==> config.mk <==
export PLATFORM = sky130hd
export DESIGN_NAME = tiny_host_seq
export DESIGN_NICKNAME = d
export VERILOG_FILES = /design/src/rtl/tiny_host_seq.sv
export SDC_FILE = /design/constraint.sdc
export NUM_CORES = 2
export LEC_CHECK = 0
export ABC_AREA = 0
export CORE_AREA = 3 3 540 542
export DETAILED_ROUTE_END_ITERATION = 16
export DIE_AREA = 0 0 543 545
export GPL_ROUTABILITY_DRIVEN = 1
export SLEW_MARGIN = 10
export SYNTH_ARGS = -nofsm -noshare
export SYNTH_HDL_FRONTEND = slang
export SYNTH_SLANG_ARGS = --single-unit
==> constraint.sdc <==
create_clock -name clk -period 5.55 [get_ports clk]
set_input_delay 1.11 -clock clk [delete_from_list [all_inputs] [get_ports clk]]
set_output_delay 1.11 -clock clk [all_outputs]
set_load 0.01 [all_outputs]
==> src/rtl/tiny_host_seq.sv <==
// Host-side sequencer for the tiny pairing core: loads four operands, runs the core, streams back ten results.
// Optional RUN watchdog enabled by defining TINY_SEQ_TIMEOUT_EN (TIMEOUT parameter exists only then).
module tiny_host_seq #(
   parameter int W      = 198,
   parameter int RD_LAT = 1
`ifdef TINY_SEQ_TIMEOUT_EN
   ,
   parameter int TIMEOUT = 4096
`endif
) (
   input  logic         clk,
   input  logic         reset,
   input  logic         start,
   input  logic [W-1:0] xp,
   input  logic [W-1:0] yp,
   input  logic [W-1:0] xq,
   input  logic [W-1:0] yq,
   output logic         busy,
   output logic         err,
   output logic         res_valid,
   input  logic         res_ready,
   output logic [5:0]   res_addr,
   output logic [W-1:0] res_data,
   output logic         res_last,
   output logic         t_reset,
   output logic         t_sel,
   output logic         t_w,
   output logic [5:0]   t_addr,
   output logic [W-1:0] t_data,
   input  logic [W-1:0] t_out,
   input  logic         t_done
);

   typedef enum logic [2:0] {IDLE, LOAD, RUN, READ, PUSH} state_t;

   localparam int LW = (RD_LAT > 1) ? $clog2(RD_LAT) : 1;
   localparam logic [LW-1:0] LAT_LAST = LW'(RD_LAT - 1);

   state_t         state_q;
   logic [3:0]     idx_q;
   logic [LW-1:0]  lat_q;
   logic           doneSeen_q;
   logic [W-1:0]   op1_q, op2_q, op3_q;
   logic           busy_q, resValid_q, resLast_q;
   logic [5:0]     resAddr_q, tAddr_q;
   logic [W-1:0]   resData_q, tData_q;
   logic           tReset_q, tSel_q, tW_q;

`ifdef TINY_SEQ_TIMEOUT_EN
   localparam int CW = $clog2(TIMEOUT + 1);
   localparam logic [CW-1:0] RUN_LAST = CW'(TIMEOUT - 1);
   logic [CW-1:0]  runCnt_q;
   logic           err_q;
   assign err = err_q;
`else
   assign err = 1'b0;
`endif

   // Load slots 0..3 and read slots 0..9 share this address list.
   function automatic logic [5:0] listAddr(input logic [3:0] k);
      case (k)
         4'd0:    return 6'd3;
         4'd1:    return 6'd5;
         4'd2:    return 6'd6;
         4'd3:    return 6'd7;
         4'd4:    return 6'd9;
         4'd5:    return 6'd10;
         4'd6:    return 6'd11;
         4'd7:    return 6'd12;
         4'd8:    return 6'd13;
         default: return 6'd14;
      endcase
   endfunction

   always_ff @(posedge clk) begin
      if (reset) begin
         state_q    <= IDLE;
         idx_q      <= '0;
         lat_q      <= '0;
         doneSeen_q <= 1'b0;
         op1_q      <= '0;
         op2_q      <= '0;
         op3_q      <= '0;
         busy_q     <= 1'b0;
         resValid_q <= 1'b0;
         resLast_q  <= 1'b0;
         resAddr_q  <= '0;
         resData_q  <= '0;
         tReset_q   <= 1'b1;
         tSel_q     <= 1'b0;
         tW_q       <= 1'b0;
         tAddr_q    <= '0;
         tData_q    <= '0;
`ifdef TINY_SEQ_TIMEOUT_EN
         runCnt_q   <= '0;
         err_q      <= 1'b0;
`endif
      end else begin
         // Previous-cycle done, so RUN reacts only to a fresh rising edge.
         doneSeen_q <= t_done;
         case (state_q)
            IDLE: begin
               if (start) begin
                  tData_q  <= xp;
                  op1_q    <= yp;
                  op2_q    <= xq;
                  op3_q    <= yq;
                  tAddr_q  <= listAddr(4'd0);
                  tSel_q   <= 1'b1;
                  tW_q     <= 1'b1;
                  tReset_q <= 1'b1;
                  busy_q   <= 1'b1;
                  idx_q    <= '0;
`ifdef TINY_SEQ_TIMEOUT_EN
                  err_q    <= 1'b0;
`endif
                  state_q  <= LOAD;
               end
            end
            LOAD: begin
               if (idx_q == 4'd3) begin
                  tSel_q   <= 1'b0;
                  tW_q     <= 1'b0;
                  tReset_q <= 1'b0;
`ifdef TINY_SEQ_TIMEOUT_EN
                  runCnt_q <= '0;
`endif
                  state_q  <= RUN;
               end else begin
                  idx_q   <= idx_q + 4'd1;
                  tAddr_q <= listAddr(idx_q + 4'd1);
                  tData_q <= op1_q;
                  op1_q   <= op2_q;
                  op2_q   <= op3_q;
               end
            end
            RUN: begin
               if (!doneSeen_q && t_done) begin
                  idx_q   <= '0;
                  lat_q   <= '0;
                  tSel_q  <= 1'b1;
                  tAddr_q <= listAddr(4'd0);
                  state_q <= READ;
               end
`ifdef TINY_SEQ_TIMEOUT_EN
               else if (runCnt_q == RUN_LAST) begin
                  err_q    <= 1'b1;
                  busy_q   <= 1'b0;
                  tReset_q <= 1'b1;
                  state_q  <= IDLE;
               end else begin
                  runCnt_q <= runCnt_q + CW'(1);
               end
`endif
            end
            READ: begin
               if (lat_q == LAT_LAST) begin
                  resData_q  <= t_out;
                  resAddr_q  <= tAddr_q;
                  resLast_q  <= (idx_q == 4'd9);
                  resValid_q <= 1'b1;
                  state_q    <= PUSH;
               end else begin
                  lat_q <= lat_q + LW'(1);
               end
            end
            PUSH: begin
               // Address stays on the core while stalled so nothing is re-read.
               if (res_ready) begin
                  resValid_q <= 1'b0;
                  if (idx_q == 4'd9) begin
                     tSel_q   <= 1'b0;
                     tReset_q <= 1'b1;
                     busy_q   <= 1'b0;
                     state_q  <= IDLE;
                  end else begin
                     idx_q   <= idx_q + 4'd1;
                     tAddr_q <= listAddr(idx_q + 4'd1);
                     lat_q   <= '0;
                     state_q <= READ;
                  end
               end
            end
            default: state_q <= IDLE;
         endcase
      end
   end

   assign busy      = busy_q;
   assign res_valid = resValid_q;
   assign res_addr  = resAddr_q;
   assign res_data  = resData_q;
   assign res_last  = resLast_q;
   assign t_reset   = tReset_q;
   assign t_sel     = tSel_q;
   assign t_w       = tW_q;
   assign t_addr    = tAddr_q;
   assign t_data    = tData_q;

endmodule
### Word level (Yosys, flattened, before mapping)

Memory sizes are Yosys's and may differ from the RTL's.
Cells that the tools add are included.

* flip-flop bits (word level): 1017
* memory bits (read-only): 128
* bits of input ports: 995
* word-level logic and storage cells: 103
* memories: 2

Memories
* (no name shown): words 16, bits a word 4, rd ports 1, clocked after memory_dff 0, write ports 0, line 61 `case (k)`
* (no name shown): words 16, bits a word 4, rd ports 1, clocked after memory_dff 0, write ports 0, line 61

* add/subtract/negate cells: 2
* equality and inequality tests: 14
* mux-type cells: 47
* bitwise logic cells: 1
* reduce and logical (&&, ||, !) cells: 20

Operators with widths (number)
* 198-bit 2-to-1 mux: 6
* 198-bit one-hot mux with 2 select lines: 3
* 6-bit 2-to-1 mux: 5
* 6-bit one-hot mux with 4 select lines: 1
* 4-bit 2-to-1 mux: 5
* 2-bit inequality test (second input constant): 8
* 4-bit one-hot mux with 4 select lines: 1
* 3-bit 2-to-1 mux: 5
* 3-bit one-hot mux with 5 select lines: 1
* 1-bit 2-to-1 mux: 13
* 6-bit AND reduction: 2
* 5-bit AND reduction: 2
* 3-bit AND reduction: 3
* 4-bit AND reduction: 2
* 3-bit by 2-bit == test with 1-bit output (second input constant): 2
* 1-bit one-hot mux with 2 select lines: 3
* 1-bit one-hot mux with 3 select lines: 2
* 2-bit nonzero test: 3
* 3-bit nonzero test: 2
* 4-bit by 1-bit adder with 4-bit output (second input constant): 1
* 4-bit by 2-bit == test with 1-bit output (second input constant): 1
* 4-bit == test (second input constant): 1
* 1-bit one-hot mux with 4 select lines: 1
* 2-bit AND reduction: 2
* other kinds (9): 9

### Logic depth before layout (Yosys ltp)

An unclocked memory read counts as a cell.

* depth in word-level cells: 5
* mapped depth: 8
* depth with buffers taken out: 7

### Worst setup path after synthesis

Ideal clock, no wire load.

* path kind: input -> register
* from: in start
* to: reg op2_q[122]
* setup time: 0.135 ns
* data arrival time: 2.320 ns
* required time: 5.415 ns
* setup slack: 3.095 ns
* cell stages on the path: 8
* path through: nand2b_1 -> or3_1 -> o21ai_1 -> buf_4 -> buf_6 -> buf_4 -> buf_2 -> a311oi_2

* cells in the longest elaborated chain, start to end: 2

RTL lines
* start, declared: line 13 `input logic start,`
* 2-bit inequality test (no source line)
* 3-bit AND reduction (no source line)
* end signal, assigned: line 106 `op2_q <= xq;`
* end signal, assigned: line 134 `op2_q <= op3_q;`
* end, declared: line 43 `logic [W-1:0] op1_q, op2_q, op3_q;`

No other way between the ends.
A chain may end at the register's enable or synchronous reset.

### Final worst setup path

* from: reg state_q[2]
* to: reg op2_q[138]

* cells in the longest elaborated chain, start to end: 3
* elaborated cells between the ends (all ways): 7

RTL lines
* start, declared: line 39 `state_t state_q;`
* start signal, assigned: line 77 `state_q <= IDLE;`
* start signal, assigned: line 117 `state_q <= LOAD;`
* start signal, assigned: line 128 `state_q <= RUN;`
* 3-bit by 1-bit == test with 1-bit output or 3-bit logical NOT (tied branches): line 101 `case (state_q)`
* 2-bit inequality test (no source line) or 2-bit nonzero test (tied branches)
* 3-bit AND reduction (no source line)

Parallel ways exist; a longest one is shown, timed or not.

==> results.py <==
metrics = {
    "worst_setup_path": {
        "cp.arrival_ps": 4120,
        "start_kind": "flip-flop",
        "crit_top_cell": "buf_12",
        "cp_max_fo": 160,
        "cp_slowest_cell": "dfxtp_1",
        "cp.required_ps": 6270,
        "slowest_delay_ps": 640,
        "worst-path-buf-inv": 2,
        "crit_family": "simple AND/OR/NAND/NOR gates",
        "worstPathCellList": "or3b_4 -> buf_12 -> buf_12 -> nand2_1 -> a311oi_1",
        "critPathCaptureType": "flip-flop",
        "critPathKind": "flip-flop to flip-flop",
    },
    "yosys": {
        "synth.largest_area_cell": "dfxtp_1",
        "synth_edf_count": 0,
        "synth_cells": 5163,
        "ys_ff_latch": 1012,
        "synthTopCellsByArea": "dfxtp_1 (50%), nand2_1 (18%), a311oi_1 (11%), nor2_1 (5.6%), a21oi_1 (5.1%)",
        "synth_top_area_share_pct": 49.83,
        "yosysSeqAreaShare_pct": 49.83,
        "syn_avg_cell_area_um2": 7.874,
        "synth_cell_types": 42,
        "ys_warn_count": 0,
        "async_flop_share_pct": 0,
        "syn-cell-area_mm2": 0.04065,
        "synth-main-ff-cell": "dfxtp_1",
    },
    "sta": {
        "period_share_pct": 61.28,
        "setup_viol": 0,
        "timing.fmax_mhz": 294.0,
        "min_period_ps": 3401,
        "fin_skew_ps": 51.75,
        "tns_ps": 0,
        "maxSlewHeadroom_pct": 17.21,
        "slew_violations": 0,
        "finalHoldViolCount": 0,
        "rsz0062_at_grt": "no",
        "tightestPinTransition_ps": 1242,
    },
    "die": {
        "io_pins": 1410,
        "die_area_mm2": 0.2959,
        "dieHeight_um": 545,
        "die_w_um": 543,
        "start_util_pct": 14.15,
        "core_region_area_mm2": 0.2874,
        "std_cell_rows": 197,
    },
    "global_routing": {
        "grt_pass1_wl_um": 290900,
        "grt_pass1_vias": 37876,
        "antenna_found_initial": 104,
        "overflow": 0,
        "grt_max_degree": 173,
        "grt.total_usage_pct": 13.55,
    },
    "clocking": {
        "ctsResizeCount": 0,
        "cts_made_buffers": 121,
        "ctsHoldBuffers": 0,
        "insertion_delay_ps": 850,
        "htree_levels": 3,
        "clkTransAtPathRegs_ps": 60,
        "cts_tree": "yes",
        "cts_root_buf": "clkbuf_16",
        "cts_max_path_buffers": 4,
        "clock_sinks": 1012,
        "cts_setup_buffers": 0,
    },
    "final_layout": {
        "syn2layout_area_growth_pct": 52.64,
        "drive_gt1_share_pct": 5.328,
        "final_common_cell": "nand2_1",
        "nets": 7302,
        "final_cell_mix": "nand2_1 (1999), clkdlybuf4s50_1 (1403), dfxtp_1 (1012)",
    },
    "placed_design": {
        "gp_congestion": 0.8418,
        "dp_hpwl_um": 164300,
        "numPortBuffers": 1404,
    },
    "route": {
        "num_vias": 41113,
        "via_per_inst": 4.034,
        "wl_per_cell_um": 21.01,
        "drc": 0,
        "wl_um": 214100,
        "ant_nets": 0,
        "drt_first_pass_iters": 5,
        "first_iter_violations": 2941,
    },
    "pwr": {
        "report.power.total_mw": 21.49,
        "power_density_mw_per_mm2": 346.4,
        "power_frac_seq_pct": 40.6,
        "p_switching_mw": 6.553,
        "max-vdd-ir-drop_mv": 0.2164,
        "p_leak_nw": 21.62,
        "swShare_pct": 30.49,
        "p_clk_share_pct": 37.7,
        "combPwrFrac_pct": 21.7,
        "intPower_mw": 14.94,
    },
    "worst_hold_path": {
        "hp-class": "flip-flop to flip-flop",
    },
    "job": {
        "max_cap_violations": 0,
    },
    "outcome": {
        "status": "finished clean",
    },
}
worst min-delay path, delay by kind of cell (launching register included):
family | cells | cell delay, ps
compound gates | 1 | 50
flops | 1 | 310
simple gates | 1 | 50
final timing paths:
check	from	to	slack [ps]	cells past startpoint
worst max-delay path	state_q[2]	op2_q[138]	2150	5
worst min-delay path	res_data[120]	res_data[120]	450	2
worst max register to register	state_q[2]	op2_q[138]	2150	5
worst min register to register	res_data[120]	res_data[120]	450	2
routing by layer:
layer	track usage (%)	up-vias	share of wire (%)
met4	5.432	84	4.0
met3	5.783	345	11
li1	-	19795	-
met1	16.72	19289	41
met2	20.66	1600	44
met5	0	-	0.24
cell usage after synthesis (2+ instances only):
library cell / count
nand2_1: 1999
dfxtp_1: 1012
nor2_1: 605
a311oi_1: 520
a21oi_1: 414
clkbuf_1: 294
a311oi_2: 74
buf_2: 73
buf_6: 52
buf_4: 39
buf_1: 18
nand3_1: 8
ha_1: 6
inv_1: 4
nor3_1: 4
and3b_1: 3
mux2i_1: 3
o21ai_0: 3
or3_1: 3
nand2b_1: 2
nand3b_1: 2
nor2b_1: 2
nor3b_1: 2
xnor2_1: 2
xor2_1: 2
cells by family (layout without fill, tap and decap cells):
| logic type | Yosys count | in the layout | share of synthesized area (%) |
|---|---|---|---|
| flip-flops | 1012 | 1012 | 49.83 |
| other | 1 | 35 | 0.009224 |
| XOR/XNOR | 4 | 4 | 0.08619 |
| adder cells (fa/ha/maj) | 6 | 6 | 0.1847 |
| multiplexers | 3 | 3 | 0.07387 |
| AO/OA/AOI/OAI | 1019 | 1019 | 19.22 |
| AND/OR/NAND/NOR | 2637 | 2637 | 24.58 |
| buffers and inverters | 481 | 1695 | 6.014 |
flip-flops by register name, summed over array words and instances, names as in the netlist, 3 cells and up:
name,flops
res_data,198
t_data,198
state_q,3
res_addr,4
idx_q,4
op3_q,198
t_addr,4
op2_q,198
op1_q,198
area by class of cell:
type                            instances  area [µm²]
Clock buffer                          169        3410
Timing Repair Buffer                 1488       15050
Fill cell                           32009      225300
Sequential cell                      1012       20260
Antenna cell                           30       75.07
Multi-Input combinational cell       3674       18000
Tap cell                             3781        4731
Clock inverter                         34       515.5
Inverter                                4       15.01
stage by stage:
stage                     worst slack (ps)  hold WS [ps]  utilization [%]  cells  instance area [µm²]
after floorplan                       3095         436.6                -   5167                40670
after global placement                1924         440.3            20.20   9959                58050
after detailed placement              1830         445.7            20.20   9959                58050
after CTS                             2063         453.4            21.57  10162                61980
after global routing                  1948         466.1            21.57  10170                62000
final                                 2149         451.4            21.59  10192                62050
power groups by stage:
| stage | Combinational, mW | Sequential, mW | Clock, mW |
|---|---|---|---|
| finish | 4.67 | 8.73 | 8.10 |
| global route | 5.12 | 8.82 | 8.60 |
| CTS | 4.72 | 8.73 | 8.38 |
| detailed placement | 4.71 | 8.88 | 0 |
| global placement | 4.66 | 8.87 | 0 |
| floorplan | 2.52 | 8.77 | 0 |
No activity file was read; power rests on OpenSTA's default activity.
